## src/rtl/alu_arb_pkg.sv

```systemverilog
// ----------------------------------------------------------------------------
// alu_arb_pkg : opcodes, FSM states and flag helpers for alu_arbiter
// Revision    : 1.0
// ----------------------------------------------------------------------------
`default_nettype none

package alu_arb_pkg;

  localparam logic [3:0] OP_AND  = 4'b0000;
  localparam logic [3:0] OP_OR   = 4'b0001;
  localparam logic [3:0] OP_ADDU = 4'b0010;
  localparam logic [3:0] OP_XOR  = 4'b0011;
  localparam logic [3:0] OP_SLTU = 4'b0101;
  localparam logic [3:0] OP_SUBU = 4'b0110;
  localparam logic [3:0] OP_NAND = 4'b0111;
  localparam logic [3:0] OP_ADDS = 4'b1010;
  localparam logic [3:0] OP_NOR  = 4'b1100;
  localparam logic [3:0] OP_SHL  = 4'b1101;
  localparam logic [3:0] OP_SUBS = 4'b1110;
  localparam logic [3:0] OP_SLT  = 4'b1111;

  localparam int FLG_C = 3;
  localparam int FLG_V = 2;
  localparam int FLG_N = 1;
  localparam int FLG_Z = 0;

  typedef enum logic [1:0] {
    ST_IDLE = 2'd0,
    ST_EXEC = 2'd1,
    ST_RESP = 2'd2
  } arb_state_e;

  // The ALU leaves don't-care flags undriven; force them to 0 per opcode class.
  function automatic logic [3:0] clean_flags(input logic [3:0] op, input logic c,
                                             input logic v, input logic n,
                                             input logic z);
    logic [3:0] f;
    f        = 4'b0000;
    f[FLG_C] = c;
    f[FLG_V] = v;
    f[FLG_N] = n;
    f[FLG_Z] = z;
    case (op)
      OP_AND, OP_OR, OP_XOR, OP_NAND, OP_NOR: begin
        f[FLG_C] = 1'b0;
        f[FLG_V] = 1'b0;
      end
      OP_SHL: begin
        f[FLG_V] = 1'b0;
      end
      OP_SLTU, OP_SLT: begin
        f[FLG_C] = 1'b0;
        f[FLG_V] = 1'b0;
        f[FLG_N] = 1'b0;
      end
      default: ;
    endcase
    return f;
  endfunction

  function automatic logic op_is_illegal(input logic [3:0] op);
    return (op == 4'b0100) || (op == 4'b1000) || (op == 4'b1001) || (op == 4'b1011);
  endfunction

endpackage

`default_nettype wire

```

## src/rtl/rr_arb2.sv

```systemverilog
// ----------------------------------------------------------------------------
// rr_arb2  : combinational two-way round-robin grant
// Revision : 1.0
// ----------------------------------------------------------------------------
`default_nettype none

module rr_arb2 (
  input  logic [1:0] req_valid,
  input  logic       last,
  output logic [1:0] grant
);

  always_comb begin
    grant = 2'b00;
    case (req_valid)
      2'b01:   grant = 2'b01;
      2'b10:   grant = 2'b10;
      2'b11:   grant = last ? 2'b01 : 2'b10;
      default: grant = 2'b00;
    endcase
  end

endmodule

`default_nettype wire

```

## src/rtl/alu_arbiter.sv

```systemverilog
// ----------------------------------------------------------------------------
// alu_arbiter : two-requester round-robin sequencer for the shared ALU.
//               Optional opcode checking via ALU_ARB_OPCHECK_EN.
// Revision    : 1.0
// ----------------------------------------------------------------------------
`default_nettype none

module alu_arbiter
  import alu_arb_pkg::*;
#(
  parameter int WIDTH = 32
) (
  input  logic               clk,
  input  logic               rst_n,
  input  logic [1:0]         req_valid,
  output logic [1:0]         req_ready,
  input  logic [7:0]         req_op,
  input  logic [2*WIDTH-1:0] req_a,
  input  logic [2*WIDTH-1:0] req_b,
  output logic [1:0]         rsp_valid,
  input  logic [1:0]         rsp_ready,
  output logic [WIDTH-1:0]   rsp_data,
  output logic [3:0]         rsp_flags,
  output logic               rsp_err,
  output logic [WIDTH-1:0]   alu_a,
  output logic [WIDTH-1:0]   alu_b,
  output logic [3:0]         alu_ctrl,
  input  logic [WIDTH-1:0]   alu_out,
  input  logic               alu_c,
  input  logic               alu_v,
  input  logic               alu_n,
  input  logic               alu_z
);

  arb_state_e       state_q, state_d;
  logic             last_q, last_d;
  logic             gnt_q, gnt_d;
  logic             err_q, err_d;
  logic             rsp_err_q, rsp_err_d;
  logic [WIDTH-1:0] alu_a_q, alu_a_d;
  logic [WIDTH-1:0] alu_b_q, alu_b_d;
  logic [3:0]       alu_ctrl_q, alu_ctrl_d;
  logic [WIDTH-1:0] rsp_data_q, rsp_data_d;
  logic [3:0]       rsp_flags_q, rsp_flags_d;

  logic [1:0]       w_grant;
  logic             w_sel;
  logic [3:0]       w_op;
  logic [WIDTH-1:0] w_a;
  logic [WIDTH-1:0] w_b;
  logic             w_illegal;

  rr_arb2 u_rr_arb2 (
    .req_valid (req_valid),
    .last      (last_q),
    .grant     (w_grant)
  );

  assign w_sel = w_grant[1];
  assign w_op  = w_sel ? req_op[7:4]          : req_op[3:0];
  assign w_a   = w_sel ? req_a[2*WIDTH-1:WIDTH] : req_a[WIDTH-1:0];
  assign w_b   = w_sel ? req_b[2*WIDTH-1:WIDTH] : req_b[WIDTH-1:0];

`ifdef ALU_ARB_OPCHECK_EN
  assign w_illegal = op_is_illegal(w_op);
`else
  assign w_illegal = 1'b0;
`endif

  always_comb begin
    state_d     = state_q;
    last_d      = last_q;
    gnt_d       = gnt_q;
    err_d       = err_q;
    rsp_err_d   = rsp_err_q;
    alu_a_d     = alu_a_q;
    alu_b_d     = alu_b_q;
    alu_ctrl_d  = alu_ctrl_q;
    rsp_data_d  = rsp_data_q;
    rsp_flags_d = rsp_flags_q;
    req_ready   = 2'b00;
    rsp_valid   = 2'b00;

    case (state_q)
      ST_IDLE: begin
        // Grant is combinational, but must not leak out while reset is held.
        req_ready = rst_n ? w_grant : 2'b00;
        if (w_grant != 2'b00) begin
          state_d = ST_EXEC;
          gnt_d   = w_sel;
          err_d   = w_illegal;
          if (!w_illegal) begin
            alu_a_d    = w_a;
            alu_b_d    = w_b;
            alu_ctrl_d = w_op;
          end
        end
      end
      ST_EXEC: begin
        state_d   = ST_RESP;
        rsp_err_d = err_q;
        if (err_q) begin
          rsp_data_d  = '0;
          rsp_flags_d = 4'b0000;
        end else begin
          rsp_data_d  = alu_out;
          rsp_flags_d = clean_flags(alu_ctrl_q, alu_c, alu_v, alu_n, alu_z);
        end
      end
      ST_RESP: begin
        rsp_valid = gnt_q ? 2'b10 : 2'b01;
        if (rsp_ready[gnt_q]) begin
          state_d = ST_IDLE;
          last_d  = gnt_q;
        end
      end
      default: begin
        state_d = ST_IDLE;
      end
    endcase
  end

  always_ff @(posedge clk or negedge rst_n) begin
    if (!rst_n) begin
      state_q     <= ST_IDLE;
      last_q      <= 1'b1;
      gnt_q       <= 1'b0;
      err_q       <= 1'b0;
      rsp_err_q   <= 1'b0;
      alu_a_q     <= '0;
      alu_b_q     <= '0;
      alu_ctrl_q  <= 4'b0000;
      rsp_data_q  <= '0;
      rsp_flags_q <= 4'b0000;
    end else begin
      state_q     <= state_d;
      last_q      <= last_d;
      gnt_q       <= gnt_d;
      err_q       <= err_d;
      rsp_err_q   <= rsp_err_d;
      alu_a_q     <= alu_a_d;
      alu_b_q     <= alu_b_d;
      alu_ctrl_q  <= alu_ctrl_d;
      rsp_data_q  <= rsp_data_d;
      rsp_flags_q <= rsp_flags_d;
    end
  end

  assign alu_a     = alu_a_q;
  assign alu_b     = alu_b_q;
  assign alu_ctrl  = alu_ctrl_q;
  assign rsp_data  = rsp_data_q;
  assign rsp_flags = rsp_flags_q;
  assign rsp_err   = rsp_err_q;

endmodule

`default_nettype wire

```

## config.mk

```make
export PLATFORM = sky130hd
export DESIGN_NAME = alu_arbiter
export DESIGN_NICKNAME = d
export VERILOG_FILES = /design/src/rtl/alu_arb_pkg.sv /design/src/rtl/rr_arb2.sv /design/src/rtl/alu_arbiter.sv
export SDC_FILE = /design/constraint.sdc
export NUM_CORES = 1
export LEC_CHECK = 0
export ABC_AREA = 1
export BUFFER_PORTS_ARGS = -buffer_cell sky130_fd_sc_hd__buf_2
export CORE_UTILIZATION = 43
export CTS_BUF_LIST = sky130_fd_sc_hd__clkbuf_16
export DETAILED_ROUTE_END_ITERATION = 8
export MAX_ROUTING_LAYER = met4
export PLACE_DENSITY = 0.79
export SYNTH_ARGS = -nofsm -noshare
export SYNTH_HDL_FRONTEND = slang
export SYNTH_SLANG_ARGS = --single-unit
```

## constraint.sdc

```tcl
create_clock -name clk -period 1.7 [get_ports clk]
set_input_delay 0.34 -clock clk [delete_from_list [all_inputs] [get_ports clk]]
set_output_delay 0.34 -clock clk [all_outputs]
set_load 0.1 [all_outputs]
```

==> flow_metrics.tcl, run 1 <==
set metrics [dict create \
    rows 40 \
    grt_pass1_vias 5005 \
    timing.rr.end "alu_a[18]" \
    final_util_pct 61.8 \
    root_buffer "clkbuf_16" \
    antenna_found_initial 0 \
    outcome "finished with violations" \
    cts_sinks 108 \
    path_class "flop to output pin" \
    grt_max_degree 109 \
    grt.total_usage_pct 23.5 \
    setup_viol 2 \
    skew_ns 0.00679 \
    worstMarginPinSlew_ns 0.618 \
    crit_arrival_ns 1.47 \
    syn_area_sq_mm 0.00537 \
    clock_path_buffers 2 \
    h-tree-depth 3 \
    gp_congestion 0.785 \
    period_needed_ns 1.81 \
    violations "setup timing" \
    yosysWarnings 0 \
    grt_pass1_wl_mm 23.4 \
    drv_cap 0 \
    finalMaxSlewViolations 0 \
    diodes 0 \
    drtIter0Drc 295 \
    tritoncts "yes" \
    ys_seq_area_share_pct 50.3 \
    drc_errors 0 \
    ant_nets 0 \
    wl_mm 14.5 \
    postSynthCellCount 779 \
    post-dp-hpwl_mm 10.3 \
    vias_per_cell 4.41 \
    initial_core_util_pct 44.4 \
    layout_common_cells "nand2_1, buf_2, inv_1" \
    rsz0062_at_grt "yes" \
    ios 287 \
    reg2reg_setup_slack_ns 0.16 \
    timing.final.ws_setup_ns -0.114 \
    synth_cell_type_count 18 \
    coreArea_sq_mm 0.0121 \
    r2r_cells 8 \
    die_x_um 114 \
    die_h_um 114 \
    clk_pin_slew_ns 0.07 \
    avgRoutedWirePerCell_um 11.8 \
    worst-path-max-fanout 3 \
    fmax_mhz 551 \
    clk_latency_ns 0.34 \
    endpoint_kind "output pin" \
    finish.net_count 1234 \
    post-route-period-util_pct 107 \
    avgSynthCellArea_sq_um 6.90 \
    required_ns 1.36 \
    hold_ws_ns 0.0685 \
    vias 5417 \
    final-hold-violation-count 0 \
    drive_above_1_share_pct 31.4 \
    cts_buffers 9 \
    ys_ff_latch 108 \
    synth_nets 957 \
    r2r-start "state_q[0]" \
    drt-pass1-iter-count 4 \
    relSlewSlack_pct 58.8 \
    die_area_sq_mm 0.0129 \
    cts_hold_buf 0 \
    startpoint_type "flop" \
    final_common_cell "nand2_1" \
    area_growth_pct 39.2 \
    hold_class "primary input to async pin" \
    port-buffer-count 285 \
    gr-total-overflow 0 \
]
[metal layers]
| layer | GRT usage, % | share of wire [%] | up-vias | routed length (um) |
|---|---|---|---|---|
| met5 | - | 0 | - | 0 |
| met4 | 8.14 | 1.9 | 0 | 277 |
| met3 | 5.15 | 7.9 | 23 | 1150 |
| met2 | 38.4 | 47 | 221 | 6810 |
| met1 | 28.9 | 43 | 2372 | 6280 |
| li1 | - | - | 2801 | - |
[timing repair]
item                                    4_1_cts  5_1_grt
endpoints found under the setup margin       14        4
pin swaps                                     4        4
setup buffers                                 2        3
resized for setup                             5        8
[critical path, stage by stage, from the launching register on]
cell and delay (ns):
dfstp_2 0.56, a21oi_4 0.07, buf_6 0.12, nor3_4 0.18
buf_12 0.20
[worst max path at each step]
| stage | slack [ns] | endpoint | from | depth (start not counted) |
|---|---|---|---|---|
| 6_report | -0.11 | req_ready[0] | last_q | 4 |
| 4_1_cts | -0.21 | req_ready[0] | state_q[0] | 7 |
| 3_3_place_gp | -0.03 | rsp_data[24] | state_q[0] | 5 |
| 2_1_floorplan | -0.26 | req_ready[0] | state_q[1] | 6 |
| 3_5_place_dp | -0.04 | rsp_data[27] | state_q[1] | 6 |
| 5_1_grt | -0.18 | req_ready[0] | last_q | 4 |
[sequential cells by signal, indices dropped and copies added, names as in the netlist]
name       count
gnt_q          1
alu_b         32
rsp_flags      4
alu_ctrl       4
rsp_data      32
last_q         1
state_q        2
alu_a         32
[synth_stat cells]
library cell | count | share of area, %
nand2_1 | 394 | 28
inv_1 | 148 | 10
dfrtp_1 | 107 | 50
nand3_1 | 71 | 6.6
buf_2 | 22 | 2.0
nor2_1 | 9 | 0.63
clkbuf_1 | 7 | 0.49
o21ai_0 | 5 | 0.47
buf_1 | 4 | 0.28
buf_4 | 3 | 0.42
a21oi_1 | 2 | 0.19
a21oi_2 | 1 | 0.16
clkinv_1 | 1 | 0.070
conb_1 | 1 | 0.070
dfstp_2 | 1 | 0.49
inv_2 | 1 | 0.070
nor2_4 | 1 | 0.21
nor3_1 | 1 | 0.093
[area by class of cell]
type	count	area (sq um)
Clock buffer	9	225
Clock inverter	7	98.8
Fill cell	1153	4630
Inverter	150	567
Multi-Input combinational cell	485	1990
Sequential cell	108	2710
Tap cell	168	210
Timing Repair Buffer	302	1680
[per-stage QoR]
step	cell area (sq um)	worst slack, ns	TNS [ns]	instances
detailed placement	7090	-0.0402	-0.225	1209
floorplan	5410	-0.262	-0.262	779
global route	7480	-0.183	-0.316	1229
CTS	7440	-0.209	-0.525	1227
global placement	7090	-0.0287	-0.201	1209
finish	7480	-0.114	-0.182	1229
[cell families (layout without fill, tap and decap cells)]
| family | Yosys count | count (layout) | share of synthesized area (%) |
|---|---|---|---|
| buf+inv | 186 | 468 | 13.7 |
| compound gates | 8 | 8 | 0.815 |
| simple gates | 476 | 476 | 35.1 |
| flops | 108 | 108 | 50.3 |
| other cells | 1 | 1 | 0.0698 |
Power of run 1 is left out: the tool's default activity adds up to more than one toggle a clock period on the data nets, which glitch-free logic cannot reach.
==> run 2: changes to the inputs <==
Settings changed: PLACE_DENSITY 0.79 to 0.8.
==> run 2 against run 1 <==
  * The flow still finishes with violations (setup timing)
  * Design area decreased by 0.49%
  * Clock-buffer cell count unchanged
  * Via count increased by 1.9%
  * Cell count about the same
  * Global-route usage increased by 0.42 points
  * Critical endpoint unchanged
==> flow_metrics.tcl, run 2 (same netlist as run 1, synthesis figures left out) <==
set metrics [dict create \
    cp_top_family "flip-flops" \
    grt_pass1_vias 5087 \
    grt_pass1_wl_mm 23.7 \
    path_class "flop to output pin" \
    avgRoutedWirePerCell_um 12.0 \
    ant_nets 0 \
    post-route-period-util_pct 106 \
    grt_max_degree 109 \
    endpoint_kind "output pin" \
    die_x_um 114 \
    clk_pin_slew_ns 0.07 \
    tritoncts "yes" \
    register_area_sq_mm 0.00270 \
    rows 40 \
    violations "setup timing" \
    skew_ns 0.00403 \
    multi_input_area_sq_mm 0.00199 \
    outcome "finished with violations" \
    drive_above_1_share_pct 31.5 \
    worstMarginPinSlew_ns 0.552 \
    setup_viol 2 \
    cts_buffers 9 \
    wl_mm 14.8 \
    slowest_delay_ns 0.39 \
    cts_hold_buf 0 \
    fillCellCount 1146 \
    fmax_mhz 557 \
    die_h_um 114 \
    crit_arrival_ns 1.45 \
    cp_cell_sequence "inv_1 > nand2_2 > nor2_4 > inv_2 > nor3_4 > buf_12" \
    reg2reg_setup_slack_ns 0.08 \
    gr-total-overflow 0 \
    vias 5521 \
    vias_per_cell 4.49 \
    hold_class "primary input to async pin" \
    antenna_found_initial 0 \
    port-buffer-count 285 \
    drt-pass1-iter-count 4 \
    finish.net_count 1235 \
    grt.total_usage_pct 23.9 \
    gp_congestion 0.843 \
    startpoint_type "flop" \
    cts_sinks 108 \
    coreArea_sq_mm 0.0121 \
    clk_latency_ns 0.33 \
    diodes 0 \
    final_common_cell "nand2_1" \
    timing.final.ws_setup_ns -0.0946 \
    critPathBufInv 3 \
    crit_slowest_cell "dfrtp_1" \
    root_buffer "clkbuf_16" \
    period_needed_ns 1.79 \
    r2r_cells 10 \
    rsz0062_at_grt "yes" \
    ios 287 \
    clock_path_buffers 2 \
    layout_common_cells "nand2_1, buf_2, inv_1" \
    drc_errors 0 \
    worst-path-max-fanout 4 \
    relSlewSlack_pct 63.2 \
    post-dp-hpwl_mm 10.7 \
    setup_tns_ns -0.183 \
    drtIter0Drc 323 \
    h-tree-depth 3 \
    worst-path-stages 6 \
    finalMaxSlewViolations 0 \
    final-hold-violation-count 0 \
    area_growth_pct 38.5 \
    initial_core_util_pct 44.4 \
    required_ns 1.36 \
    die_area_sq_mm 0.0129 \
    drv_cap 0 \
]
[run 2: path summary, 6_finish.rpt]
kind	start	to
setup / recovery	state_q[0]	req_ready[0]
hold / removal	rst_n	alu_a[15]
setup reg to reg	state_q[0]	alu_b[26]
hold reg to reg	alu_a[7]	alu_a[7]
max in group asynchronous	rst_n	alu_b[9]
min in group clk	alu_out[27]	rsp_data[27]
[run 2: layer usage]
layer | vias up | part of all wire [%] | GRT usage [%]
li1 | 2807 | - | -
met1 | 2480 | 42 | 29.1
met2 | 213 | 49 | 39.9
met3 | 21 | 6.8 | 5.15
met4 | 0 | 1.8 | 7.36
met5 | - | 0 | -
[run 2: cell type report]
type	count	share of cell area, %
timing repair buffer	303	22.7
sequential	108	36.3
inverter	150	7.61
clock buffer	9	3.03
multi-input combinational	485	26.7
tap	168	2.82
clock inverter	7	0.840
[run 2: through the flow]
step / setup WS [ns] / util (%) / hold WS [ns] / cell area, sq um / instances
5_1_grt: -0.154 / 61.5 / 0.173 / 7440 / 1230
3_3_place_gp: 0.122 / 58.5 / 0.457 / 7090 / 1208
3_5_place_dp: 0.0799 / 58.5 / 0.460 / 7090 / 1208
4_1_cts: -0.0996 / 61.6 / 0.152 / 7460 / 1232
6_report: -0.0946 / 61.5 / 0.134 / 7440 / 1230
2_1_floorplan: -0.262 / - / 0.0444 / 5410 / 779
[run 2: worst register-to-register path, stage by stage (launching register included)]
cell     delay, ns
dfrtp_1       0.39
inv_1         0.07
nand2_2       0.09
nor2_4        0.15
buf_4         0.13
buf_4         0.09
buf_4         0.09
buf_4         0.09
buf_4         0.25
nand3_1       0.15
nand2_1       0.07
[run 2: repair_timing]
item	in CTS	in global routing
setup endpoints to repair	3	39
resized for setup	7	3
pin swaps	2	3
setup buffers	8	0
Power of run 2 is left out for the same reason.
